## config.mk

```make
export PLATFORM = sky130hd
export DESIGN_NAME = seq_restoring_divider
export DESIGN_NICKNAME = d
export VERILOG_FILES = /design/src/rtl/div_pkg.sv /design/src/rtl/div_step.sv /design/src/rtl/seq_restoring_divider.sv
export SDC_FILE = /design/constraint.sdc
export NUM_CORES = 1
export LEC_CHECK = 0
export CORE_ASPECT_RATIO = 0.75
export CORE_MARGIN = 5
export CORE_UTILIZATION = 40
export DETAILED_ROUTE_END_ITERATION = 8
export PLACE_DENSITY_LB_ADDON = 0.12
export SKIP_LAST_GASP = 1
export SYNTH_ARGS = -nofsm -noshare
export SYNTH_HDL_FRONTEND = slang
export SYNTH_HIERARCHICAL = 1
export SYNTH_SLANG_ARGS = --single-unit
```

## constraint.sdc

```tcl
create_clock -name clk -period 5.12 [get_ports clk]
set_input_delay 0.768 -clock clk [delete_from_list [all_inputs] [get_ports clk]]
set_output_delay 0.768 -clock clk [all_outputs]
set_load 0.02 [all_outputs]
```

## src/rtl/div_pkg.sv

```systemverilog
// Shared divider definitions: FSM state encoding and result codes, also consumed
// by the ALU and hazard unit.
package div_pkg;

  typedef enum logic [1:0] {
    ST_IDLE = 2'd0,
    ST_RUN  = 2'd1,
    ST_FIX  = 2'd2,
    ST_DONE = 2'd3
  } div_state_t;

  localparam logic [1:0] DIV_RC_OK   = 2'd0;
  localparam logic [1:0] DIV_RC_ZERO = 2'd1;

  // Result code as seen by downstream units, derived from the divide-by-zero flag.
  function automatic logic [1:0] div_result_code(input logic dbz);
    return dbz ? DIV_RC_ZERO : DIV_RC_OK;
  endfunction

endpackage

```

## src/rtl/div_step.sv

```systemverilog
// One restoring-division step: shift in one dividend bit, trial-subtract the
// divisor, and keep or restore the partial remainder.
module div_step #(
  parameter int WIDTH = 16
) (
  input  logic [WIDTH-1:0] i_rem,
  input  logic             i_bit,
  input  logic [WIDTH-1:0] i_divisor,
  output logic [WIDTH-1:0] o_rem,
  output logic             o_qbit
);

  logic [WIDTH:0] w_shifted;
  logic [WIDTH:0] w_diff;

  // The partial remainder is always below the divisor, so the shifted value fits
  // in WIDTH+1 bits and the MSB of the difference is a reliable borrow/sign.
  assign w_shifted = {i_rem, i_bit};
  assign w_diff    = w_shifted - {1'b0, i_divisor};
  assign o_qbit    = ~w_diff[WIDTH];
  assign o_rem     = o_qbit ? w_diff[WIDTH-1:0] : w_shifted[WIDTH-1:0];

endmodule

```

## src/rtl/seq_restoring_divider.sv

```systemverilog
// Multi-cycle restoring divider (one quotient bit per clock) with signed/unsigned
// modes, remainder output, divide-by-zero detection and start/busy/done handshake.
module seq_restoring_divider
  import div_pkg::*;
#(
  parameter int WIDTH     = 16,
  parameter bit SIGNED_EN = 1'b1
) (
  input  logic             clk,
  input  logic             reset,
  input  logic             start,
  input  logic             is_signed,
  input  logic [WIDTH-1:0] dividend,
  input  logic [WIDTH-1:0] divisor,
  output logic             busy,
  output logic             done,
  output logic [WIDTH-1:0] quotient,
  output logic [WIDTH-1:0] remainder,
  output logic             div_by_zero,
  output logic [1:0]       dbg_state
);

  localparam int CW = $clog2(WIDTH);
  localparam logic [CW-1:0] LAST_STEP = CW'(WIDTH - 1);

  // Handshake: start is sampled only in IDLE; busy rises the cycle after an
  // accepted start and stays high through the single-cycle done pulse; results
  // are valid with done and held until the next done. start while busy is dropped.

  div_state_t       r_state;
  logic [CW-1:0]    r_cnt;
  logic [WIDTH-1:0] r_rem;
  logic [WIDTH-1:0] r_dvd;
  logic [WIDTH-1:0] r_dsr;
  logic             r_q_neg;
  logic             r_r_neg;
  logic             r_busy;
  logic             r_done;
  logic [WIDTH-1:0] r_quot;
  logic [WIDTH-1:0] r_rmd;
  logic             r_dbz;

  logic             w_signed;
  logic             w_dvd_neg;
  logic             w_dsr_neg;
  logic [WIDTH-1:0] w_dvd_mag;
  logic [WIDTH-1:0] w_dsr_mag;
  logic [WIDTH-1:0] w_next_rem;
  logic             w_qbit;

  assign w_signed  = SIGNED_EN && is_signed;
  assign w_dvd_neg = w_signed & dividend[WIDTH-1];
  assign w_dsr_neg = w_signed & divisor[WIDTH-1];
  assign w_dvd_mag = w_dvd_neg ? -dividend : dividend;
  assign w_dsr_mag = w_dsr_neg ? -divisor  : divisor;

  // The working dividend doubles as the quotient shift register: its MSB feeds
  // the step while quotient bits enter at the LSB.
  div_step #(
    .WIDTH(WIDTH)
  ) u_step (
    .i_rem     (r_rem),
    .i_bit     (r_dvd[WIDTH-1]),
    .i_divisor (r_dsr),
    .o_rem     (w_next_rem),
    .o_qbit    (w_qbit)
  );

  always_ff @(posedge clk or posedge reset) begin
    if (reset) begin
      r_state <= ST_IDLE;
      r_cnt   <= '0;
      r_rem   <= '0;
      r_dvd   <= '0;
      r_dsr   <= '0;
      r_q_neg <= 1'b0;
      r_r_neg <= 1'b0;
      r_busy  <= 1'b0;
      r_done  <= 1'b0;
      r_quot  <= '0;
      r_rmd   <= '0;
      r_dbz   <= 1'b0;
    end else begin
      r_done <= 1'b0;
      case (r_state)
        ST_IDLE: begin
          if (start) begin
            r_busy <= 1'b1;
            if (divisor == '0) begin
              r_state <= ST_DONE;
              r_done  <= 1'b1;
              r_quot  <= '1;
              r_rmd   <= dividend;
              r_dbz   <= 1'b1;
            end else begin
              r_state <= ST_RUN;
              r_cnt   <= LAST_STEP;
              r_rem   <= '0;
              r_dvd   <= w_dvd_mag;
              r_dsr   <= w_dsr_mag;
              r_q_neg <= w_dvd_neg ^ w_dsr_neg;
              r_r_neg <= w_dvd_neg;
            end
          end
        end
        ST_RUN: begin
          r_rem <= w_next_rem;
          r_dvd <= {r_dvd[WIDTH-2:0], w_qbit};
          if (r_cnt == '0) begin
            r_state <= ST_FIX;
          end else begin
            r_cnt <= r_cnt - CW'(1);
          end
        end
        ST_FIX: begin
          // Most-negative / -1 wraps naturally here: the magnitude 2^(W-1) negates to itself.
          r_quot  <= r_q_neg ? -r_dvd : r_dvd;
          r_rmd   <= r_r_neg ? -r_rem : r_rem;
          r_dbz   <= 1'b0;
          r_done  <= 1'b1;
          r_state <= ST_DONE;
        end
        ST_DONE: begin
          r_busy  <= 1'b0;
          r_state <= ST_IDLE;
        end
        default: begin
          r_state <= ST_IDLE;
        end
      endcase
    end
  end

  assign busy        = r_busy;
  assign done        = r_done;
  assign quotient    = r_quot;
  assign remainder   = r_rmd;
  assign div_by_zero = r_dbz;
  assign dbg_state   = r_state;

endmodule

```

==> summary.txt <==
Place
  – Last weighted congestion value of the routability-driven placer: 0.855
  – Cells after DPL: 969
  – Area post-placement: 7060 sq um
  – Buffers added on ports: 72
  – Worst setup slack after placement: 1080 ps
  – Half-perimeter wire length of the detailed placement result: 12,200 microns

Floorplanning
  – Core area: 15,200 sq um
  – Number of I/O pins: 73
  – Initial core utilization: 40.7%
  – Overall die area: 18,100 sq um
  – # rows: 39
  – Die Width: 154 microns
  – Height of the die: 118 microns

Finish
  – Share of post-route cells with drive strength above 1: 6.41%
  – Synth-to-Final Area Change: 18.9%
  – Core utilization of the finished layout: 48.4%
  – Final std cell area, no fill: 7370 sq um
  – Fill cells: 1,448
  – Final Non-Filler Cells: 985
  – Top library cells by usage in the layout, fill and taps aside: nand2_1 (97), dfrtp_1 (91), o21ai_0 (79)
  – Most common cell after layout, fill and taps aside: nand2_1
  – Final Net Count: 838
  – Final antenna diode count: 0

Routing
  – Final antenna-violating net count: 0
  – DR iter-0 viols: 410
  – Average wire per standard cell: 15.8 microns
  – Vias per Instance: 5.29
  – Number of search-and-repair iterations in the first detailed-routing pass: 5
  – Total wire length: 15,500 microns
  – DRC violations left: 0
  – Total via count after detailed routing: 5,215

Power
  – Peak supply drop: 190 uV
  – PD cells: 552 nW/um^2
  – Static power due to leakage: 3.12 nW
  – Total Power Consumption: 4.07 mW

Synthesis
  – Yosys reg bits: 91
  – Most instantiated flip-flop cell in the synthesis netlist: dfrtp_1
  – Number of flops mapped to enable cells by yosys: 0
  – Seq/Total Area, Yosys: 36.7%
  – Synthesized netlist cell count: 720
  – Number of synthesis warnings: 6
  – Avg Cell Area, Syn: 8.61 sq um
  – Post-synthesis instance area: 6200 sq um
  – Fraction of registers with async set or reset after synthesis: 100%
  – Post-Synthesis Net Count: 783
  – Number of distinct library cells after synthesis: 64

Clock network
  – Deepest level of the CTS H-tree: 3
  – CTS tree: built
  – Setup bufs post-CTS: 0
  – Clock Root Buffer: clkbuf_16
  – # hold bufs at CTS: 0
  – Clock edge transition at the registers on the reported setup and hold paths: 70 ps
  – # resized after CTS: 0
  – CTS sink cnt: 91
  – Clock latency reported for the late side of the worst-skew pair: 350 ps
  – Number of buffers added by the clock tree synthesis step: 9
  – Bufs on Longest Clock Path: 2

GRT
  – Tot GR Track Use: 17.5%
  – Gr ovfl total: 0
  – Pin count of the biggest net entering global routing: 54
  – Antenna violations before repair: 0
  – Number of global-route vias before repair: 4,970
  – Wire length of the first global-routing pass: 26,100 microns

Timing
  – Measured slew at the worst slew-check pin: 1140 ps
  – Fin crit share: 74.0%
  – Rel. slew slack: 23.8%
  – Setup_tns: 0 ps
  – Final worst setup slack: 1330 ps
  – Hold_ws: 479 ps
  – Fmax: 264 MHz
  – Shortest clock period the worst path allows after layout: 3790 ps
  – Final Setup Violations: 0
  – Slew Viols, Final: 0
  – Setup repair after global routing missed its margin: false
  – Final hold vios: 0
  – Worst setup skew after layout: 6.71 ps

Worst hold path
  – Tightest Hold Check Type: reg2reg

Flow run
  – Number of maximum-capacitance constraint violations: 0

Critical path
  – Required time worst endpoint: 5330 ps
  – Worst Setup Path Type: reg2reg
  – Critical-path maximum fanout: 17
  – CP Capture Type: flip-flop
  – Data arrival time of the critical path: 4000 ps
  – Element type at the critical path start: flip-flop

Run status
  – Status: completed
-- state kept, by name, indices dropped and copies added, names as in the netlist --
name         count
r_r_neg          1
r_q_neg          1
remainder       16
r_rem           16
done             1
quotient        16
busy             1
r_dsr           16
dbg_state        2
r_dvd           16
div_by_zero      1
r_cnt            4
-- logic make-up after synthesis --
family          Yosys count  synth area share, %
xor+xnor                 63                 9.02
mux                      33                 6.06
buf+inv                  72                 4.89
fa+ha+maj                27                 5.57
simple gates            236                 18.3
flops                    91                 36.7
compound gates          198                 19.4
-- where the power goes --
part,switching (mW),internal (mW)
Sequential,0.260,1.00
Combinational,1.20,0.920
Clock,0.288,0.392
Total,1.75,2.32
-- layout make-up --
cell class,instances,area [sq um],share of cell area [%]
Tap cell,205,256,3.48
Inverter,37,140,1.90
Clock buffer,10,239,3.24
Sequential cell,91,2280,30.9
Clock inverter,6,62.6,0.849
Timing Repair Buffer,79,773,10.5
Multi-Input combinational cell,557,3620,49.1
-- metal layers --
metal	global-route usage [%]	up-vias	wire [microns]
li1	-	2628	-
met1	26.4	2416	8020
met2	25.5	153	6400
met3	3.53	18	885
met4	4.63	0	222
met5	0	-	0
-- worst max-delay path: stages (launching register included) --
cell	delay, ps
dfrtp_1	440
inv_1	130
ha_1	240
fa_1	400
nor2b_1	180
o31a_1	160
o41a_1	220
and4_4	260
a311oi_2	130
xnor2_2	890
mux2_2	420
nand2_1	70
o21ai_0	90
-- cells in the mapped netlist (3+ instances only) --
library cell  instances  area (sq um)
a211oi_1              5          37.5
a21o_1                4          30.0
a21oi_1              49           245
a31oi_1               7          43.8
and2_1                5          31.3
buf_2                 9          45.0
clkbuf_1             20          75.1
dfrtp_1              91          2280
ha_1                 26           325
inv_1                37           139
mux2_2                8          90.1
mux2_4                7           105
mux2i_1              18           180
nand2_1              97           364
nand2b_1             11          68.8
nand3_1               6          30.0
nand4b_1              3          26.3
nor2_1               53           199
nor2b_1              15          93.8
nor3_1                6          30.0
nor3b_1               3          22.5
nor4_1                7          43.8
o21ai_0              79           395
o31ai_1              20           150
o41ai_1               4          35.0
or3_1                 9          56.3
or4_1                 7          52.6
xnor2_1              32           280
xor2_1               30           263
-- final timing paths --
path                                 from        to  slack (ps)  cells after the start
worst min-delay path             r_dsr[9]  r_dsr[9]         480                      2
max in group asynchronous           reset  r_dsr[0]        3170                      3
worst max-delay path            r_dvd[15]  r_rem[3]        1330                     12
min in group asynchronous           reset  r_cnt[0]         900                      2
worst min register to register   r_dsr[9]  r_dsr[9]         480                      2
worst max register to register  r_dvd[15]  r_rem[3]        1330                     12
Power figures use the tool's default switching activity.
